File: config.mk
export PLATFORM = sky130hd
export DESIGN_NAME = digit_serial_addsub
export DESIGN_NICKNAME = d
export VERILOG_FILES = /design/src/rtl/digit_serial_addsub.sv
export SDC_FILE = /design/constraint.sdc
export NUM_CORES = 1
export LEC_CHECK = 0
export CORE_MARGIN = 4
export CORE_UTILIZATION = 45
export CTS_CLUSTER_SIZE = 25
export DETAILED_ROUTE_END_ITERATION = 8
export GPL_ROUTABILITY_DRIVEN = 1
export MAX_ROUTING_LAYER = met4
export PLACE_DENSITY = 0.81
export SLEW_MARGIN = 0
export SYNTH_ARGS = -nofsm -noshare
export SYNTH_HDL_FRONTEND = slang
export SYNTH_SLANG_ARGS = --single-unit
File: constraint.sdc
create_clock -name clk -period 2.4 [get_ports clk]
set_input_delay 0.6 -clock clk [delete_from_list [all_inputs] [get_ports clk]]
set_output_delay 0.6 -clock clk [all_outputs]
set_load 0.02 [all_outputs]
File: src/rtl/digit_serial_addsub.sv
// Digit-serial two's-complement adder/subtractor: DIGIT bits per cycle, LSB slice first.
// Latency K = WIDTH/DIGIT edges after acceptance; holds result in DONE until out_ready.
module digit_serial_addsub #(
  parameter int WIDTH = 32,
  parameter int DIGIT = 4
) (
  input  logic             clk,
  input  logic             rst_n,
  input  logic             in_valid,
  output logic             in_ready,
  input  logic [WIDTH-1:0] a,
  input  logic [WIDTH-1:0] b,
  input  logic             sub,
  output logic             out_valid,
  input  logic             out_ready,
  output logic [WIDTH-1:0] y,
  output logic             cout,
  output logic             ovf
);
  localparam int K  = WIDTH / DIGIT;
  localparam int CW = (K > 1) ? $clog2(K) : 1;

  typedef enum logic [1:0] {IDLE, BUSY, DONE} state_t;

  state_t           r_state;
  logic [CW-1:0]    r_cnt;
  logic             r_carry;
  logic [WIDTH-1:0] r_a;
  logic [WIDTH-1:0] r_b;
  logic [WIDTH-1:0] r_acc;
  logic [WIDTH-1:0] r_y;
  logic             r_cout;
  logic             r_ovf;
  logic             r_in_ready;
  logic             r_out_valid;

  logic [DIGIT:0]   w_sum;
  logic             w_msb_cin;
  logic             w_last;
  logic [WIDTH-1:0] w_acc_next;

  assign w_sum     = {1'b0, r_a[DIGIT-1:0]} + {1'b0, r_b[DIGIT-1:0]} + {{DIGIT{1'b0}}, r_carry};
  // Carry into the top bit of the slice recovered from its sum bit and operand bits.
  assign w_msb_cin = r_a[DIGIT-1] ^ r_b[DIGIT-1] ^ w_sum[DIGIT-1];
  assign w_last    = (r_cnt == CW'(K - 1));

  generate
    if (K == 1) begin : g_single
      assign w_acc_next = w_sum[DIGIT-1:0];
    end else begin : g_multi
      assign w_acc_next = {w_sum[DIGIT-1:0], r_acc[WIDTH-1:DIGIT]};
    end
  endgenerate

  always_ff @(posedge clk or negedge rst_n) begin
    if (!rst_n) begin
      r_state     <= IDLE;
      r_cnt       <= '0;
      r_carry     <= 1'b0;
      r_a         <= '0;
      r_b         <= '0;
      r_acc       <= '0;
      r_y         <= '0;
      r_cout      <= 1'b0;
      r_ovf       <= 1'b0;
      r_in_ready  <= 1'b0;
      r_out_valid <= 1'b0;
    end else begin
      case (r_state)
        IDLE: begin
          if (in_valid && r_in_ready) begin
            r_a        <= a;
            r_b        <= b ^ {WIDTH{sub}};
            r_carry    <= sub;
            r_cnt      <= '0;
            r_in_ready <= 1'b0;
            r_state    <= BUSY;
          end else begin
            r_in_ready <= 1'b1;
          end
        end
        BUSY: begin
          r_a     <= r_a >> DIGIT;
          r_b     <= r_b >> DIGIT;
          r_carry <= w_sum[DIGIT];
          r_acc   <= w_acc_next;
          r_cnt   <= r_cnt + CW'(1);
          if (w_last) begin
            r_y         <= w_acc_next;
            r_cout      <= w_sum[DIGIT];
            r_ovf       <= w_msb_cin ^ w_sum[DIGIT];
            r_out_valid <= 1'b1;
            r_state     <= DONE;
          end
        end
        DONE: begin
          if (out_ready) begin
            r_out_valid <= 1'b0;
            r_in_ready  <= 1'b1;
            r_state     <= IDLE;
          end
        end
        default: r_state <= IDLE;
      endcase
    end
  end

  assign in_ready  = r_in_ready;
  assign out_valid = r_out_valid;
  assign y         = r_y;
  assign cout      = r_cout;
  assign ovf       = r_ovf;
endmodule

Word-level counts from Yosys, hierarchy flattened
Index checks and enable logic that the tools add are counted.
{"block": "word_totals", "regBits": 138, "output_inout_bits": 36, "elab_cells": 52}
{"block": "classes", "add_sub_neg": 3, "eq_ne": 6, "n_mux": 18, "bitwise_logic": 4, "n_reduce_logical": 10}
{"cell": "$pmux 32 s2", "count": 2}
{"cell": "$mux 32", "count": 2}
{"cell": "$xor 32x32->32", "count": 1}
{"cell": "$mux 2", "count": 3}
{"cell": "$ne 2x2->1 const B", "count": 3}
{"cell": "$pmux 1 s2", "count": 3}
{"cell": "$pmux 2 s3", "count": 1}
{"cell": "$pmux 3 s2", "count": 1}
{"cell": "$reduce_and 2->1", "count": 3}
{"cell": "$reduce_and 3->1", "count": 2}
{"cell": "$reduce_bool 2->1", "count": 3}
{"cell": "$add 4x4->5", "count": 1}
{"cell": "$add 5x1->5", "count": 1}
{"cell": "$mux 1", "count": 5}
{"cell": "$add 3x1->3 const B", "count": 1}
{"cell": "$eq 3x3->1 const B", "count": 1}
{"cell": "$mux 3", "count": 1}
{"cell": "$xor 1x1->1", "count": 3}
{"cell": "$eq 2x1->1 const B", "count": 1}
{"cell": "$eq 2x2->1 const B", "count": 1}
{"cell": "$logic_not 2->1", "count": 1}
{"cell": "$logic_and 1x1->1", "count": 1}

Longest topological paths before layout
{"block": "depth", "ltp_word": 4, "mapped_depth": 7, "ltp_nobuf": 7}

Least setup slack after synthesis
OpenSTA, ideal clock, no wires.
{"block": "synth_timing", "kind": "reg-to-reg", "startpoint": "register r_carry", "endpoint": "register r_ovf, in the netlist ovf", "setup_time_ns": 0.076, "arrival_time_ns": 1.758, "required_ns": 2.324, "setup_slack_ns": 0.566, "stages_incl_launch_ff": 8, "n_path_buf": 0, "period_less_slack_ns": 1.834, "cell_sequence": "dfrtp_1 inv_1 fa_1 fa_1 nand2b_1 o2bb2ai_1 xor2_1 o21ai_1"}
{"block": "synth_via", "elab_chain_cells": 3}
{"item": "start: declaration", "line": "27", "rtl": "logic r_carry;"}
{"item": "start signal: assignment", "line": "74", "rtl": "r_carry <= sub;"}
{"item": "start signal: assignment", "line": "85", "rtl": "r_carry <= w_sum[DIGIT];"}
{"item": "$add 5x1->5 *", "line": "42", "rtl": "assign w_sum = {1'b0, r_a[DIGIT-1:0]} + {1'b0, r_b[DIGIT-1:0]} + {{DIGIT{1'b0}}, r_carry};"}
{"item": "$xor 1x1->1", "line": "44", "rtl": "assign w_msb_cin = r_a[DIGIT-1] ^ r_b[DIGIT-1] ^ w_sum[DIGIT-1];"}
{"item": "$xor 1x1->1 *", "line": "91", "rtl": "r_ovf <= w_msb_cin ^ w_sum[DIGIT];"}
{"item": "end signal: assignment", "line": "91"}
{"item": "end: declaration", "line": "33", "rtl": "logic r_ovf;"}
Mark *: on every way between the ends. The rest lies on a longest branch, timed or not.
A chain may end at the register's enable or synchronous reset.

Worst setup path after layout
{"block": "layout_timing", "startpoint": "register r_in_ready, in the netlist in_ready", "endpoint": "output in_ready"}
{"item": "start: declaration", "line": "34", "rtl": "logic r_in_ready;"}
{"item": "start signal: assignment", "line": "66", "rtl": "r_in_ready <= 1'b0;"}
{"item": "start signal: assignment", "line": "76", "rtl": "r_in_ready <= 1'b0;"}
{"item": "start signal: assignment", "line": "79", "rtl": "r_in_ready <= 1'b1;"}
{"item": "end: declaration", "line": "10", "rtl": "output logic in_ready,"}
No word-level cell between the ends.

==> run_results.csv <==
group,metric,value,unit
status,status,"completed",
worst_setup_path,reg2regPathDepth,7,
yosys,synth.distinct_cells,29,
global_route,grt.overflow.total,0,
global_route,grt.total_usage,18.35,%
worst_setup_path,r2r_slack,0.40,ns
die,core,0.01267,mm^2
timing,tightest_slew,0.4666,ns
drt,drt_iter0_markers,263,
yosys,seq_area_frac_synth,57.25,%
drt,drcViolationCount,0,
pwr,p_leak,3.534,nW
pwr,p_int,6.540,mW
cts,cts_hold_buf,0,
placement,gp_congestion,0.8284,
pwr,switchingPower,3.418,mW
cts,cts_root_buffer,"clkbuf_16",
pwr,pwr-share-comb,33.9,%
die,start_util,46.22,%
run,cap_viol_max_count,0,
worst_setup_path,worstPathCellList,"clkdlybuf4s50_1",
drt,drt_wl_total,12510,um
cts,cts_tree,"built",
worst_setup_path,cp_top_family,"buffers and inverters",
die,die-area,0.01490,mm^2
timing,setup_viol,0,
worst_setup_path,crit_path_max_fanout,4,
worst_setup_path,start_kind,"flip-flop",
cells_and_area,antenna_cells,0,
global_route,antenna_found_initial,0,
cts,ctsHtreeMaxLevel,4,
cts,cts.path.max_buffers,2,
yosys,synth_area_leaders,"dfrtp_1, nand2_1, mux2_1",
die,die_width,122.1,um
global_route,grt_pass1_vias,4361,
die,fp-row-count,41,
placement,place_area,0.006997,mm^2
cts,cts_setup_buffers,0,
timing,relSlewSlack,68.87,%
drt,num_vias,4162,
timing,hold_viol,0,
timing,period_minus_slack,2.118,ns
pwr,swShare,34.32,%
die,die_y,122.1,um
placement,dp_hpwl,8397,um
worst_setup_path,critical_path_buf_inv_count,1,
worst_setup_path,critPathSlowestCell,"clkdlybuf4s50_1",
drt,vias_per_cell,5.107,
cells_and_area,layout-drive-gt1-share,7.154,%
cells_and_area,layout_common_cells,"dfrtp_1, nand2_1, clkdlybuf4s50_1, o21ai_1, xnor2_1",
timing,max_freq,0.4722,GHz
drt,ant_nets,0,
timing,finalSetupTns,0,ns
cells_and_area,fin_area,0.007641,mm^2
pwr,power.density,1303,mW/mm^2
cells_and_area,final_common_cell,"dfrtp_1",
pwr,clkPwrFrac,28.2,%
global_route,grt_pass1_wl,20760,um
placement,numPortBuffers,104,
cells_and_area,synthToLayoutAreaGrowth,30.46,%
worst_setup_path,reg2reg_to,"ovf$_DFFE_PN0P_",
placement,post-place-ws,0.2393,ns
worst_setup_path,worst-setup-path-type,"flip-flop to output pin",
yosys,ys.flop_type,"dfrtp_1",
cells_and_area,multi_input_area,0.002256,mm^2
cts,cts_made_buffers,17,
cts,cts_sinks,134,
cells_and_area,layout.nets,707,
timing,setup_ws,0.2821,ns
yosys,ys.warnings.count,0,
yosys,syn_area,0.005857,mm^2
drt,firstDrtPassIters,5,
yosys,synthesis.nets,612,
yosys,avgSynthCellArea,10.93,um^2
worst_setup_path,worstPathArrival,1.52,ns
yosys,synth_edf_count,0,
cells_and_area,regArea,0.003353,mm^2
worst_setup_path,crit_path_end_kind,"output pin",
cts,clock_latency,0.41,ns
cells_and_area,n_fill_cell,1053,
yosys,yosysTopAreaCellShare,57.25,%
worst_setup_path,r2r-start,"r_carry$_DFFE_PN0P_",
timing,finClkSkew,0.009803,ns
cells_and_area,fin_util,60.30,%
yosys,synth_cells,536,
pwr,irDropWorstVdd,0.7893,mV
cts,clk_pin_slew,0.06,ns
pwr,pwr-share-seq,37.9,%
pwr,total_power,9.957,mW
worst_hold_path,hp-class,"primary input to async pin",
cts,cts.repair.resized,0,
worst_setup_path,cp.required,1.80,ns
timing,period_share,88.25,%
timing,drv_slew,0,
timing,rsz0062_at_grt,"false",
drt,wl_per_cell,15.34,um
global_route,grt_max_degree,118,
yosys,synth-seq-cells,134,
yosys,ys_async_sr_fraction,100.0,%
die,ios,105,
yosys,synth_top_area_cell,"dfrtp_1",
worst_setup_path,crit_path_max_incr_delay,0.65,ns
==> kinds of logic after synthesis <==
| kind of cell | after synthesis | share of synthesized area (%) |
|---|---|---|
| multiplexers | 56 | 10.17 |
| buffers and inverters | 44 | 4.272 |
| flip-flops | 134 | 57.25 |
| XOR/XNOR | 35 | 5.234 |
| AO/OA/AOI/OAI | 114 | 11.19 |
| AND/OR/NAND/NOR | 146 | 10.13 |
| adder cells (fa/ha/maj) | 7 | 1.752 |
==> state kept, by name, summed over array words and instances, names as in the netlist <==
signal     count
in_ready       1
out_valid      1
r_state        2
y             32
r_carry        1
ovf            1
r_cnt          3
cout           1
r_b           32
r_acc         28
r_a           32
==> power by group through the flow <==
stage,Combinational (mW),Sequential (mW),Clock [mW]
6_report,3.37,3.78,2.81
5_1_grt,3.77,3.88,2.97
4_1_cts,3.43,3.78,2.85
3_5_place_dp,3.39,3.80,0
3_3_place_gp,3.26,3.75,0
2_1_floorplan,2.08,3.91,0
==> metrics by stage <==
stage | hold WS, ns | cells
after CTS | 0.006829 | 815
final | 0.01595 | 815
after global routing | 0.002624 | 815
after floorplan | 0.3044 | 536
after global placement | 0.4381 | 784
after detailed placement | 0.4413 | 784
==> cell type report <==
class,count,area share [%]
inverter,6,0.2947
timing repair buffer,114,15.05
tap,172,2.816
multi-input combinational,358,29.52
clock inverter,13,2.685
sequential,134,43.88
clock buffer,18,5.747
==> layer usage <==
layer	GRT usage, %	wire length (um)
met1	23.16	5523
met2	29.18	6164
met3	5.060	603
met4	5.458	212
met5	-	0
==> cell usage after synthesis (5+ instances only) <==
cell,count
mux2i_1,28
xnor2_1,33
nor2_1,14
a21oi_1,11
ha_1,5
mux2_1,28
clkbuf_1,12
o21ai_0,16
dfrtp_1,134
buf_4,6
inv_1,6
a22oi_1,21
buf_2,14
nand2_1,123
a22o_1,6
buf_6,6
o21ai_1,57
==> worst max path at each step <==
stage	startpoint	to	slack (ns)	cells after the start
global placement	in_valid	r_b[15]$_DFFE_PN0P_	0.26	5
detailed placement	in_valid	r_b[15]$_DFFE_PN0P_	0.24	5
CTS	in_ready$_DFFE_PN0P_	in_ready	0.27	1
global route	in_ready$_DFFE_PN0P_	in_ready	0.23	1
floorplan	r_carry$_DFFE_PN0P_	ovf$_DFFE_PN0P_	0.57	7
finish	in_ready$_DFFE_PN0P_	in_ready	0.28	1
No activity file was read; power rests on OpenSTA's default activity.
